$ cat src/rtl/edge_det.sv
// -----------------------------------------------------------------------------
// edge_det
//
// Purpose:
//   Brings the asynchronous level input `cin` into the `clk` domain through a
//   flop chain. It then detects rising and/or falling transitions of the
//   synchronized level. Each selected transition produces a pulse on `cout`
//   that lasts PULSE_LEN cycles. A new event during a pulse restarts the
//   pulse length, so closely spaced events merge into one longer pulse.
//
// Optional feature:
//   `define EDGE_DEBOUNCE_EN  inserts a debounce filter between the
//   synchronizer and the edge detector. The filtered level only follows the
//   synchronized level after it has been stable for DEBOUNCE_CYCLES cycles.
//
// Parameters:
//   SYNC_STAGES      2..4    synchronizer depth
//   EDGE_TYPE        0/1/2   0 = rising, 1 = falling, 2 = both edges
//   PULSE_LEN        1..255  cout high time per event, in clk cycles
//   DEBOUNCE_CYCLES  2..255  stable count (used only with EDGE_DEBOUNCE_EN)
//
// Ports:
//   clk   in   system clock, rising-edge active
//   rstn  in   asynchronous active-low reset
//   cin   in   asynchronous level input
//   cout  out  edge pulse, decoded from the pulse counter register
// -----------------------------------------------------------------------------
module edge_det #(
    parameter int SYNC_STAGES     = 2,
    parameter int EDGE_TYPE       = 0,
    parameter int PULSE_LEN       = 1,
    parameter int DEBOUNCE_CYCLES = 4
) (
    input  logic clk,
    input  logic rstn,
    input  logic cin,
    output logic cout
);

    // Out-of-range parameters stop elaboration.
    if (SYNC_STAGES < 2 || SYNC_STAGES > 4) begin : g_badSyncStages
        $error("edge_det: SYNC_STAGES must be in 2..4");
    end
    if (EDGE_TYPE < 0 || EDGE_TYPE > 2) begin : g_badEdgeType
        $error("edge_det: EDGE_TYPE must be 0, 1 or 2");
    end
    if (PULSE_LEN < 1 || PULSE_LEN > 255) begin : g_badPulseLen
        $error("edge_det: PULSE_LEN must be in 1..255");
    end
    if (DEBOUNCE_CYCLES < 2 || DEBOUNCE_CYCLES > 255) begin : g_badDebounce
        $error("edge_det: DEBOUNCE_CYCLES must be in 2..255");
    end

    localparam logic [7:0] PULSE_LOAD = 8'(PULSE_LEN);

    logic [SYNC_STAGES-1:0] r_sync;
    logic                   w_s;
    logic                   w_level;
    logic                   r_prev;
    logic                   w_rise;
    logic                   w_fall;
    logic                   w_event;
    logic [7:0]             r_cnt;

    // Synchronizer chain. cin enters at bit 0, and the oldest sample is at
    // the top. Reset clears the chain, so a high cin during reset is reported
    // as a fresh rising edge once the chain refills.
    always_ff @(posedge clk or negedge rstn) begin
        if (!rstn) begin
            r_sync <= '0;
        end else begin
            r_sync <= {r_sync[SYNC_STAGES-2:0], cin};
        end
    end

    assign w_s = r_sync[SYNC_STAGES-1];

`ifdef EDGE_DEBOUNCE_EN
    localparam logic [7:0] DB_LAST = 8'(DEBOUNCE_CYCLES - 1);

    logic       r_filt;
    logic [7:0] r_dbCnt;

    // Debounce filter. The counter runs only while the synchronized level
    // disagrees with the filtered level, and any agreement resets it. The
    // filtered level flips on the cycle that completes DEBOUNCE_CYCLES
    // consecutive disagreeing samples.
    always_ff @(posedge clk or negedge rstn) begin
        if (!rstn) begin
            r_filt  <= 1'b0;
            r_dbCnt <= '0;
        end else if (w_s == r_filt) begin
            r_dbCnt <= '0;
        end else if (r_dbCnt == DB_LAST) begin
            r_filt  <= w_s;
            r_dbCnt <= '0;
        end else begin
            r_dbCnt <= r_dbCnt + 8'd1;
        end
    end

    assign w_level = r_filt;
`else
    assign w_level = w_s;
`endif

    // Previous-level register for the edge detector.
    always_ff @(posedge clk or negedge rstn) begin
        if (!rstn) begin
            r_prev <= 1'b0;
        end else begin
            r_prev <= w_level;
        end
    end

    assign w_rise = w_level & ~r_prev;
    assign w_fall = ~w_level & r_prev;

    // Edge selection is static, so this collapses to a single gate in the
    // netlist.
    always_comb begin
        w_event = 1'b0;
        if (EDGE_TYPE == 0) begin
            w_event = w_rise;
        end else if (EDGE_TYPE == 1) begin
            w_event = w_fall;
        end else begin
            w_event = w_rise | w_fall;
        end
    end

    // Pulse counter. An event always reloads the counter to the full length.
    // This covers a retrigger in the middle of a pulse, which then extends
    // instead of being dropped. With no event, the counter drains to zero.
    always_ff @(posedge clk or negedge rstn) begin
        if (!rstn) begin
            r_cnt <= '0;
        end else if (w_event) begin
            r_cnt <= PULSE_LOAD;
        end else if (r_cnt != 8'd0) begin
            r_cnt <= r_cnt - 8'd1;
        end
    end

    assign cout = (r_cnt != 8'd0);

endmodule

$ cat config.mk
export PLATFORM = sky130hd
export DESIGN_NAME = edge_det
export DESIGN_NICKNAME = d
export VERILOG_FILES = /design/src/rtl/edge_det.sv
export SDC_FILE = /design/constraint.sdc
export NUM_CORES = 1
export LEC_CHECK = 0
export ABC_AREA = 1
export CAP_MARGIN = 10
export CORE_UTILIZATION = 30
export DETAILED_ROUTE_END_ITERATION = 7
export SLEW_MARGIN = 30
export SYNTH_ARGS = -nofsm -noshare
export SYNTH_HDL_FRONTEND = slang
export SYNTH_SLANG_ARGS = --single-unit
$ cat constraint.sdc
create_clock -name clk -period 1.6 [get_ports clk]
set_clock_uncertainty 0.2 [all_clocks]
set_input_delay 0.32 -clock clk [delete_from_list [all_inputs] [get_ports clk]]
set_output_delay 0.32 -clock clk [all_outputs]
set_load 0.05 [all_outputs]
# Word level (Yosys, flattened, before mapping)

Cells that the tools add are included.

Register bits after elaboration: 11
Input bits: 3
Output and inout bits: 1
Logic and storage cells: 10

Add/sub/neg operators: 1
Mux-type cells: 2
Bitwise operators: 2
Reduce and logical (&&, ||, !) cells: 2

Operators by type and width:

| operator              | number |
|---|---|
| $mux W8               | 2 |
| $reduce_bool A8 Y1    | 1 |
| $sub A8 B1 Y8 const B | 1 |
| $reduce_bool A2 Y1    | 1 |
| $and A1 B1 Y1         | 1 |
| $not A1 Y1            | 1 |

# Depth between registers and ports, before layout

Depth after elaboration: 3
Depth in mapped cells: 7
Mapped depth without buffers: 7

# Worst setup path after synthesis

No wires, ideal clock.

Kind: register to register
Start: reg r_cnt[0]
End: reg r_cnt[5]
Setup time: 119 ps
Arrival: 1398 ps
Data required time: 1281 ps
Setup slack: -116 ps
Cell stages (with the launch flop): 8
Buffers on the path: 0
Period minus slack after synthesis: 1716 ps
Cells stage by stage: dfrtp_1 > inv_1 > ha_1 > nand3_1 > inv_1 > nand2_1 > a21oi_1 > nor2_1

Elaborated cells on any way between the ends: 5
Classes of those cells: add/sub (1); mux (2); reduce/logical (2)

RTL lines:

| what                         | RTL line | text |
|---|---|---|
| from (decl)                  | 63       | `logic [7:0] r_cnt;` |
| from (signal assigned)       | 141      | `r_cnt <= r_cnt - 8'd1;` |
| $reduce_bool A8 Y1           | n/a      |  |
| named net cout               | 37       | `output logic cout` |
| $reduce_bool A2 Y1 (no line) | n/a      |  |

The timed path passes the listed nets, and every way through them passes these cells. The select of a mux whose other input is x is not followed.
A chain may end at the register's enable or synchronous reset.

# Final worst setup path

Start: reg r_cnt[1]
End: out cout

Longest elaborated chain between the ends: 1

RTL lines:

| what               | RTL line | text |
|---|---|---|
| $reduce_bool A8 Y1 | 145      | `assign cout = (r_cnt != 8'd0);` |
| to (decl)          | 37       |  |

Every way passes these cells.

==> summary.md <==
| Metric | Value |
|---|---|
| Leading area contributor after synthesis | `dfrtp_1` |
| Synth Flop Type | `dfrtp_1` |
| Core box area | `1783 um^2` |
| Grt ovf | `0` |
| Initial antenna violation count | `0` |
| CTS Sinks | `11` |
| RR Startpoint | `r_cnt[1]` |
| Skew-Pair Late Insertion Delay | `0.27 ns` |
| Vias in the first global route | `485` |
| Die area | `2146 um^2` |
| Synth Area per Inst | `8.419 um^2` |
| Slew @ Worst Pin | `0.2372 ns` |
| Cells after Synth | `70` |
| Mapped Area | `589.3 um^2` |
| Buffer depth of the longest clock path | `2` |
| Post-Place Cells | `102` |
| Synthesized Nets | `75` |
| Chip Width | `46.32 um` |
| Post-Route Setup TNS | `-0.2703 ns` |
| Fraction of layout cells with a size suffix above 1 | `0.4270` |
| CP Launch Point | `r_cnt[1]` |
| CTS root buf | `clkbuf_4` |
| IO Port Bufs | `3` |
| GRT Total Usage | `0.1511` |
| Final setup fails | `6` |
| Synth warnings | `0` |
| Final cycle utilization of the critical path | `1.094` |
| DRT Pass-1 Iters | `4` |
| Final Worst Setup Slack | `-0.1498 ns` |
| Clk pin slew, worst setup/hold paths | `0.07 ns` |
| P&R area growth vs syn | `40.98%` |
| Mean number of vias per cell | `4.272` |
| P_leak | `0.0004051 uW` |
| Synthesis-stage register bit count | `11` |
| CP required | `1.08 ns` |
| WL/cell | `10.94 um` |
| R2R Setup Slk | `-0.04 ns` |
| Status | `complete, but fails checks` |
| Largest net degree at the start of global routing | `12` |
| Relative slew slack | `0.8417` |
| FF+latch area | `279.0 um^2` |
| Final net count | `95` |
| Starting Density | `0.3305` |
| Hold slack | `0.1371 ns` |
| Top cells by area, synth | `dfrtp_1 (47%), nand2_1 (8.3%), inv_1 (7.0%)` |
| Via Count | `487` |
| # DRC | `0` |
| First-pass GRT wire length | `2.111 mm` |
| Min Tclk post-route | `1.750 ns` |
| Number of cell rows | `15` |
| Violated checks | `setup timing` |
| H-Tree Depth | `1` |
| Critical Path End Type | `output port` |
| Final WL | `1.247 mm` |
| Yosys top cell area share | `0.4671` |
| Final Hold Viols | `0` |
| MaxCap Viol Count | `0` |
| Number of synthesized flops with an enable pin | `0` |
| Max rail drop VDD | `0.9771 mV` |
| Startpoint types | `register` |
| Diode count | `0` |
| Die Y | `46.32 um` |
| P per Cell Area | `2032 nW/um^2` |
| CP Class | `register to output port` |
| Cell Count, Final, Fillers Out | `114` |
| Worst min path class | `input pin to asynchronous set/reset pin` |
| Routability cong. | `0.8104` |
| DPL Wire Length | `798.1 um` |
| Peak Freq | `571.5 MHz` |
| Register area share after synthesis | `0.4671` |
| R2R Path End | `r_cnt[0]` |
| Dpl ws | `0.02316 ns` |
| Worst reg-to-reg path cell count | `9` |
| TritonCTS Buffers | `3` |
| Top fanout value on the critical path | `2` |
| Remaining antenna violation count after routing | `0` |
| Fill cells | `174` |
| Multi-input logic area | `316.6 um^2` |
| Post-synth cell types | `19` |
| Fin. max-slew vios | `0` |
| CTS tree | `built` |
| RSZ-0062 raised after global routing | `true` |
| IO Count | `4` |
| Worst EP arrival | `1.23 ns` |
| Initial DRC Count | `13` |
| Post-synth ARST share | `1.000` |
## registers in the layout (all words and copies together) (netlist names)
name / cells
r_prev: 1
r_cnt: 8
r_sync: 2
## routing by layer
metal  part of all wire  wire, um  global-route usage  vias to the layer above
met4             0.0088        11             0.07647                        0
met3              0.042        52             0.07451                        3
met2               0.51       633              0.2278                       10
li1                   -         -                   -                      255
met5                  0         0                   0                        -
met1               0.44       550              0.1752                      219
## how the worst max path moves through the flow
| stage | slack [ns] | to | cells after the start |
|---|---|---|---|
| floorplan | 0.01 | cout | 5 |
| global placement | 0.05 | cout | 6 |
| detailed placement | 0.02 | cout | 6 |
| CTS | -0.13 | cout | 6 |
| global route | -0.21 | cout | 6 |
| finish | -0.15 | cout | 6 |
## critical path: stages, from the launching register on
cell     delay [ns]
dfrtp_1        0.40
inv_2          0.08
ha_4           0.14
nand3_4        0.07
inv_2          0.07
nand2_4        0.05
buf_12         0.14
## stage by stage
stage	instance area (um^2)	power, uW	util
CTS	804.5	1619	0.4512
detailed placement	693.2	1204	0.3888
global route	830.8	1833	0.4660
global placement	693.2	1195	0.3888
floorplan	591.8	996.5	-
finish	830.8	1689	0.4660
## final cells by class
cell class                      instances  share of cell area
Multi-Input combinational cell         47              0.3810
Sequential cell                        11              0.3358
Timing Repair Buffer                   15              0.1566
Inverter                               12             0.05723
Tap cell                               25             0.03765
Clock buffer                            4             0.03163
## kinds of logic after synthesis
logic type               synth area share
AO/OA/AOI/OAI                     0.05518
XOR/XNOR                          0.02973
adder cells (fa/ha/maj)           0.04246
buffers and inverters             0.08069
flip-flops                         0.4671
AND/OR/NAND/NOR                    0.3249
## placed cells by master (no fill, tap or decap), types with 3 or more instances in the layout
cell type,n
clkbuf_4,3
nand3_1,4
nand2_1,12
nor2_1,10
inv_1,7
dfrtp_2,3
buf_4,12
nor2_4,3
dfrtp_1,8
inv_2,4
## synthesized netlist by cell type, types with 2 or more instances
cell     number
nand2_1      13
dfrtp_1      11
inv_1        11
nor2_1       10
nand3_1       5
nor2_4        3
ha_1          2
nand2_2       2
nor3_1        2
o21ai_2       2
## what timing repair did
item                                    4_1_cts  5_1_grt
setup buffers                                 7        1
endpoints found under the setup margin        1        3
hold buffers                                  0        0
gates resized for setup                      11        4
pin swaps                                     4        3
## power breakdown
part	switching (uW)	internal (uW)
combinational	541	490
sequential	84.5	379
clock	97.4	96.6
(Power assumes the default switching activity.)
